## src/rtl/seg7_pkg.sv

```systemverilog
// rtl/seg7_pkg.sv - segment bit positions and hex glyph constants shared by the scan controller
package seg7_pkg;

  localparam int SEG_A  = 0;
  localparam int SEG_B  = 1;
  localparam int SEG_C  = 2;
  localparam int SEG_D  = 3;
  localparam int SEG_E  = 4;
  localparam int SEG_F  = 5;
  localparam int SEG_G  = 6;
  localparam int SEG_DP = 7;

  localparam logic [7:0] SEG_OFF = 8'h00;

  // {g,f,e,d,c,b,a}, segment on = 1
  localparam logic [6:0] GLYPH_0 = 7'h3F;
  localparam logic [6:0] GLYPH_1 = 7'h06;
  localparam logic [6:0] GLYPH_2 = 7'h5B;
  localparam logic [6:0] GLYPH_3 = 7'h4F;
  localparam logic [6:0] GLYPH_4 = 7'h66;
  localparam logic [6:0] GLYPH_5 = 7'h6D;
  localparam logic [6:0] GLYPH_6 = 7'h7D;
  localparam logic [6:0] GLYPH_7 = 7'h07;
  localparam logic [6:0] GLYPH_8 = 7'h7F;
  localparam logic [6:0] GLYPH_9 = 7'h6F;
  localparam logic [6:0] GLYPH_A = 7'h77;
  localparam logic [6:0] GLYPH_B = 7'h7C;
  localparam logic [6:0] GLYPH_C = 7'h39;
  localparam logic [6:0] GLYPH_D = 7'h5E;
  localparam logic [6:0] GLYPH_E = 7'h79;
  localparam logic [6:0] GLYPH_F = 7'h71;

endpackage

```

## src/rtl/seg7_hex_decode.sv

```systemverilog
// rtl/seg7_hex_decode.sv - combinational hex nibble to 7-segment glyph
import seg7_pkg::*;

module seg7_hex_decode (
  input  logic [3:0] i_nibble,
  output logic [6:0] o_glyph
);

  always_comb begin
    o_glyph = GLYPH_0;
    case (i_nibble)
      4'h0: o_glyph = GLYPH_0;
      4'h1: o_glyph = GLYPH_1;
      4'h2: o_glyph = GLYPH_2;
      4'h3: o_glyph = GLYPH_3;
      4'h4: o_glyph = GLYPH_4;
      4'h5: o_glyph = GLYPH_5;
      4'h6: o_glyph = GLYPH_6;
      4'h7: o_glyph = GLYPH_7;
      4'h8: o_glyph = GLYPH_8;
      4'h9: o_glyph = GLYPH_9;
      4'hA: o_glyph = GLYPH_A;
      4'hB: o_glyph = GLYPH_B;
      4'hC: o_glyph = GLYPH_C;
      4'hD: o_glyph = GLYPH_D;
      4'hE: o_glyph = GLYPH_E;
      default: o_glyph = GLYPH_F;
    endcase
  end

endmodule

```

## src/rtl/seg7_scan_ctrl.sv

```systemverilog
// rtl/seg7_scan_ctrl.sv - time-multiplexed 7-segment scan with blink, blanking, LZS and dead time
import seg7_pkg::*;

module seg7_scan_ctrl #(
  parameter int NUM_DIGITS   = 4,
  parameter int SCAN_DIV     = 25000,
  parameter int DEAD_CYCLES  = 500,
  parameter int BLINK_FRAMES = 128,
  parameter int ACTIVE_LOW   = 0
) (
  input  logic                    clk,
  input  logic                    reset,
  input  logic                    enable_i,
  input  logic [4*NUM_DIGITS-1:0] digits_i,
  input  logic [NUM_DIGITS-1:0]   dp_i,
  input  logic [NUM_DIGITS-1:0]   blink_i,
  input  logic [NUM_DIGITS-1:0]   blank_i,
  input  logic                    lzs_i,
  output logic [7:0]              seg_o,
  output logic [NUM_DIGITS-1:0]   an_o,
  output logic                    frame_o
);

  localparam int PW = (SCAN_DIV > 1) ? $clog2(SCAN_DIV) : 1;
  localparam int IW = (NUM_DIGITS > 1) ? $clog2(NUM_DIGITS) : 1;
  localparam int FW = (BLINK_FRAMES > 1) ? $clog2(BLINK_FRAMES) : 1;
  localparam logic POL = (ACTIVE_LOW != 0);
  localparam logic [7:0]            SEG_IDLE = SEG_OFF ^ {8{POL}};
  localparam logic [NUM_DIGITS-1:0] AN_IDLE  = {NUM_DIGITS{POL}};

  logic [PW-1:0]           r_presc;
  logic [IW-1:0]           r_idx;
  logic [FW-1:0]           r_fcnt;
  logic                    r_phase;
  logic [4*NUM_DIGITS-1:0] r_sh_digits;
  logic [NUM_DIGITS-1:0]   r_sh_dp;
  logic [NUM_DIGITS-1:0]   r_sh_blink;
  logic [NUM_DIGITS-1:0]   r_sh_blank;
  logic                    r_sh_lzs;
  logic [7:0]              r_seg;
  logic [NUM_DIGITS-1:0]   r_an;
  logic                    r_frame;

  logic                    w_tick;
  logic                    w_last;
  logic                    w_frame_start;
  logic                    w_dead;
  logic                    w_upper_zero;
  logic                    w_dark;
  logic [3:0]              w_nibble;
  logic [6:0]              w_glyph;
  logic [7:0]              w_seg;

  assign w_tick        = enable_i && (r_presc == PW'(SCAN_DIV - 1));
  assign w_last        = (r_idx == IW'(NUM_DIGITS - 1));
  assign w_frame_start = w_tick && w_last;
  assign w_dead        = (DEAD_CYCLES > 0) && (int'(r_presc) < DEAD_CYCLES);
  assign w_nibble      = r_sh_digits[4*int'(r_idx) +: 4];

  // Suppress when this digit and everything to its left are zero
  always_comb begin
    w_upper_zero = 1'b1;
    for (int j = 0; j < NUM_DIGITS; j++) begin
      if (j >= int'(r_idx) && r_sh_digits[4*j +: 4] != 4'h0) begin
        w_upper_zero = 1'b0;
      end
    end
  end

  assign w_dark = r_sh_blank[r_idx]
               || (r_sh_blink[r_idx] && r_phase)
               || (r_sh_lzs && (r_idx != '0) && w_upper_zero);

  seg7_hex_decode u_decode (
    .i_nibble (w_nibble),
    .o_glyph  (w_glyph)
  );

  always_comb begin
    w_seg               = SEG_OFF;
    w_seg[SEG_G:SEG_A]  = w_glyph;
    w_seg[SEG_DP]       = r_sh_dp[r_idx];
  end

  always_ff @(posedge clk or negedge reset) begin
    if (!reset) begin
      r_presc     <= '0;
      r_idx       <= '0;
      r_fcnt      <= '0;
      r_phase     <= 1'b0;
      r_sh_digits <= '0;
      r_sh_dp     <= '0;
      r_sh_blink  <= '0;
      r_sh_blank  <= '0;
      r_sh_lzs    <= 1'b0;
    end else if (enable_i) begin
      r_presc <= w_tick ? '0 : r_presc + 1'b1;
      if (w_tick) begin
        r_idx <= w_last ? '0 : r_idx + 1'b1;
      end
      if (w_frame_start) begin
        r_sh_digits <= digits_i;
        r_sh_dp     <= dp_i;
        r_sh_blink  <= blink_i;
        r_sh_blank  <= blank_i;
        r_sh_lzs    <= lzs_i;
        if (r_fcnt == FW'(BLINK_FRAMES - 1)) begin
          r_fcnt  <= '0;
          r_phase <= ~r_phase;
        end else begin
          r_fcnt <= r_fcnt + 1'b1;
        end
      end
    end
  end

  // Pin polarity is folded into the register so the pins stay glitch-free
  always_ff @(posedge clk or negedge reset) begin
    if (!reset) begin
      r_seg   <= SEG_IDLE;
      r_an    <= AN_IDLE;
      r_frame <= 1'b0;
    end else begin
      r_frame <= w_frame_start;
      if (!enable_i || w_dead || w_dark) begin
        r_seg <= SEG_IDLE;
        r_an  <= AN_IDLE;
      end else begin
        r_seg <= w_seg ^ {8{POL}};
        r_an  <= (NUM_DIGITS'(1) << r_idx) ^ AN_IDLE;
      end
    end
  end

  assign seg_o   = r_seg;
  assign an_o    = r_an;
  assign frame_o = r_frame;

endmodule

```

## config.mk

```make
export PLATFORM = sky130hd
export DESIGN_NAME = seg7_scan_ctrl
export DESIGN_NICKNAME = d
export VERILOG_FILES = /design/src/rtl/seg7_pkg.sv /design/src/rtl/seg7_hex_decode.sv /design/src/rtl/seg7_scan_ctrl.sv
export SDC_FILE = /design/constraint.sdc
export NUM_CORES = 1
export LEC_CHECK = 0
export ABC_CLOCK_PERIOD_IN_PS = 3580
export CAP_MARGIN = 20
export CORE_ASPECT_RATIO = 0.8
export CORE_MARGIN = 3
export CORE_UTILIZATION = 30
export DETAILED_ROUTE_END_ITERATION = 7
export PLACE_DENSITY_LB_ADDON = 0.1
export SYNTH_ARGS = -nofsm -noshare
export SYNTH_HDL_FRONTEND = slang
export SYNTH_SLANG_ARGS = --single-unit
```

## constraint.sdc

```tcl
create_clock -name clk -period 3.58 [get_ports clk]
set_input_delay 0.716 -clock clk [delete_from_list [all_inputs] [get_ports clk]]
set_output_delay 0.716 -clock clk [all_outputs]
set_load 0.02 [all_outputs]
```

==> reports/qor.yml <==
yosys:
  yosysWarnings: 0
  synth_edf_count: 0
  synth_most_common_cell: "nand2_1"
  yosysSeqAreaShare_pct: 50.9
  synth-main-ff-cell: "dfrtp_1"
  syn_avg_cell_area_um2: 9.83
  synth_seq_cells: 67
  synthDistinctLibCells: 45
  synthArstFlopShare_pct: 100
  syn-cell-area_um2: 3290
  synthCells: 335
  synth_top_cell_by_area: "dfrtp_1"
  syn-num-nets: 380
  synth_top_area_share_pct: 50.9
  yosys-top-cells-area: "dfrtp_1 (51%), nand2_1 (13%), ha_1 (4.9%), mux4_2 (4.8%), xnor2_1 (3.5%)"
  synthTopCellsByCount: "nand2_1 (114), dfrtp_1 (67), nor2_1 (15)"
pwr:
  p_leak_uw: 0.00196
  pwr_density_cell_nw_per_um2: 448
  ir_drop_uv: 198
critical_path:
  r2r_slack_ps: 1100
  critPathLaunchType: "register"
  worstPathArrival_ps: 2690
  r2r_end: "seg_o[0]"
  endpoint: "seg_o[0]"
  crit_start: "r_idx[0]"
  rr_worst_depth: 6
  endpoint_kind: "register"
  worstPathRequired_ps: 3790
  path_class: "reg -> reg"
  path_max_fanout: 10
  r2r-start: "r_idx[0]"
finish:
  design_area_um2: 4180
  syn2layout_area_growth_pct: 26.9
  antenna_cells: 0
  drive_gt1_share_pct: 9.82
  final_nets: 427
  n_fill_cell: 1073
placed_design:
  placed_area_um2: 3870
  dp_slack_ps: 737
  hpwl_mm: 5.14
  gp_congestion: 0.809
  port_buffers: 44
route:
  wirelength_mm: 7.24
  post_drt_wl_per_cell_um: 13.7
  vias: 2379
  viasPerCell: 4.51
  drt_iter0_markers: 134
  first_pass_iters: 4
  drc: 0
  final_antenna_net_count: 0
sta:
  finalWorstSetupSlack_ps: 1100
  hold_viol_final: 0
  fmax_mhz: 403
  maxSlewViolCount: 0
  slew-limit-headroom_pct: 54.4
  hold_slack_ps: 262
  fin_crit_ps: 2480
  tightestPinTransition_ps: 664
  rsz0062_at_grt: "no"
  finalClockSkew_ps: 8.43
  setup_viol: 0
  fin_setup_tns_ps: 0
  fin_crit_sh_pct: 69.2
die:
  design.core.area_um2: 10500
  dieArea_um2: 12300
  die_height_um: 99.7
  start_util_pct: 31.4
  die_w_um: 123
  io_pins: 45
  num_rows: 33
global_route:
  met2_usage_pct: 18.3
  grt_max_degree: 57
  grt_pass1_vias: 2351
  grt_pass1_wl_mm: 12.4
  grtUsageTotal_pct: 13.2
  grt_antenna_before_repair: 0
  grt_use_met1_pct: 19.3
  grt_busiest_layer: "met1"
  gr-total-overflow: 0
  grtUsageMet3_pct: 5.51
cts:
  cts-root-buf: "clkbuf_16"
  post_cts_resized: 0
  cts_tree: "done"
  cts_buffers: 9
  clk_latency_ps: 330
  holdBufCountCts: 0
  cts_buffer_depth: 2
  cts.clk_slew.worst_paths_ps: 50
  cts_setup_buffers: 0
  htreeDepth: 3
  cts_num_sinks: 67
run_status:
  status: "completed"
job:
  cap_violations: 0
worst_hold_path:
  worstHoldPathType: "in -> async"
==> worst max-delay path, cell delays in order, from the launching register on <==
cell,delay (ps)
dfrtp_1,670
mux4_2,670
inv_1,140
ha_1,290
mux2i_1,100
and3_1,180
o31a_1,280
==> state kept, by name, summed over array words and instances, names as in the netlist <==
name         count
r_sh_digits     16
r_presc         15
seg_o            8
r_fcnt           7
an_o             4
r_sh_blank       4
r_sh_blink       4
r_sh_dp          4
r_idx            2
frame_o          1
r_phase          1
r_sh_lzs         1
==> layout make-up <==
class	count	area, um^2	area share [%]
Clock buffer	13	260	6.23
Clock inverter	3	46.3	1.11
Inverter	9	35.0	0.838
Multi-Input combinational cell	246	1510	36.2
Sequential cell	67	1680	40.1
Tap cell	140	175	4.19
Timing Repair Buffer	49	473	11.3
==> worst min path at each step <==
stage	startpoint	to	slack [ps]	cells past startpoint
after floorplan	reset	an_o[0]	420	0
after global placement	r_sh_dp[2]	r_sh_dp[2]	450	2
after detailed placement	r_fcnt[6]	r_fcnt[6]	460	1
after CTS	reset	an_o[3]	260	1
after global routing	reset	an_o[3]	270	1
final	reset	an_o[3]	260	1
==> power breakdown <==
part	total (uW)	switching (uW)	internal [uW]
Clock	885	307	578
Combinational	145	66.8	78.0
Sequential	842	43.9	798
Total	1870	417	1450
==> layer usage <==
metal	routed length (um)	up-vias
met5	0	-
met4	74	0
met3	409	6
met2	2920	53
met1	3840	1106
li1	-	1214
==> kinds of logic after synthesis <==
kind of cell / count (synthesis) / synth area share (%)
AND/OR/NAND/NOR: 177 / 24.4
XOR/XNOR: 18 / 4.79
AO/OA/AOI/OAI: 25 / 5.02
flip-flops: 67 / 50.9
buffers and inverters: 22 / 3.12
multiplexers: 13 / 6.77
adder cells (fa/ha/maj): 13 / 4.94
==> through the flow <==
stage / util (%) / power (uW) / std cells
final: 39.8 / 1870 / 527
after global routing: 39.8 / 1970 / 527
after CTS: 39.8 / 1900 / 527
after detailed placement: 36.9 / 1000 / 511
after global placement: 36.9 / 1000 / 511
after floorplan: - / 921 / 335
==> placed cells by master, fill, tap and decap left out, types with 4 or more instances in the layout <==
| master | instances |
|---|---|
| and3_1 | 7 |
| nand2_1 | 114 |
| mux2_2 | 4 |
| and2_1 | 6 |
| ha_1 | 13 |
| inv_1 | 8 |
| clkdlybuf4s50_1 | 43 |
| xnor2_1 | 13 |
| nor3_1 | 6 |
| nand4_1 | 5 |
| buf_4 | 5 |
| xor2_1 | 5 |
| dfrtp_1 | 67 |
| o21ai_0 | 10 |
| clkbuf_16 | 9 |
| nand3_1 | 6 |
| nor2_1 | 15 |
| mux4_2 | 7 |
Note: power is estimated with default switching activity, not from simulation.
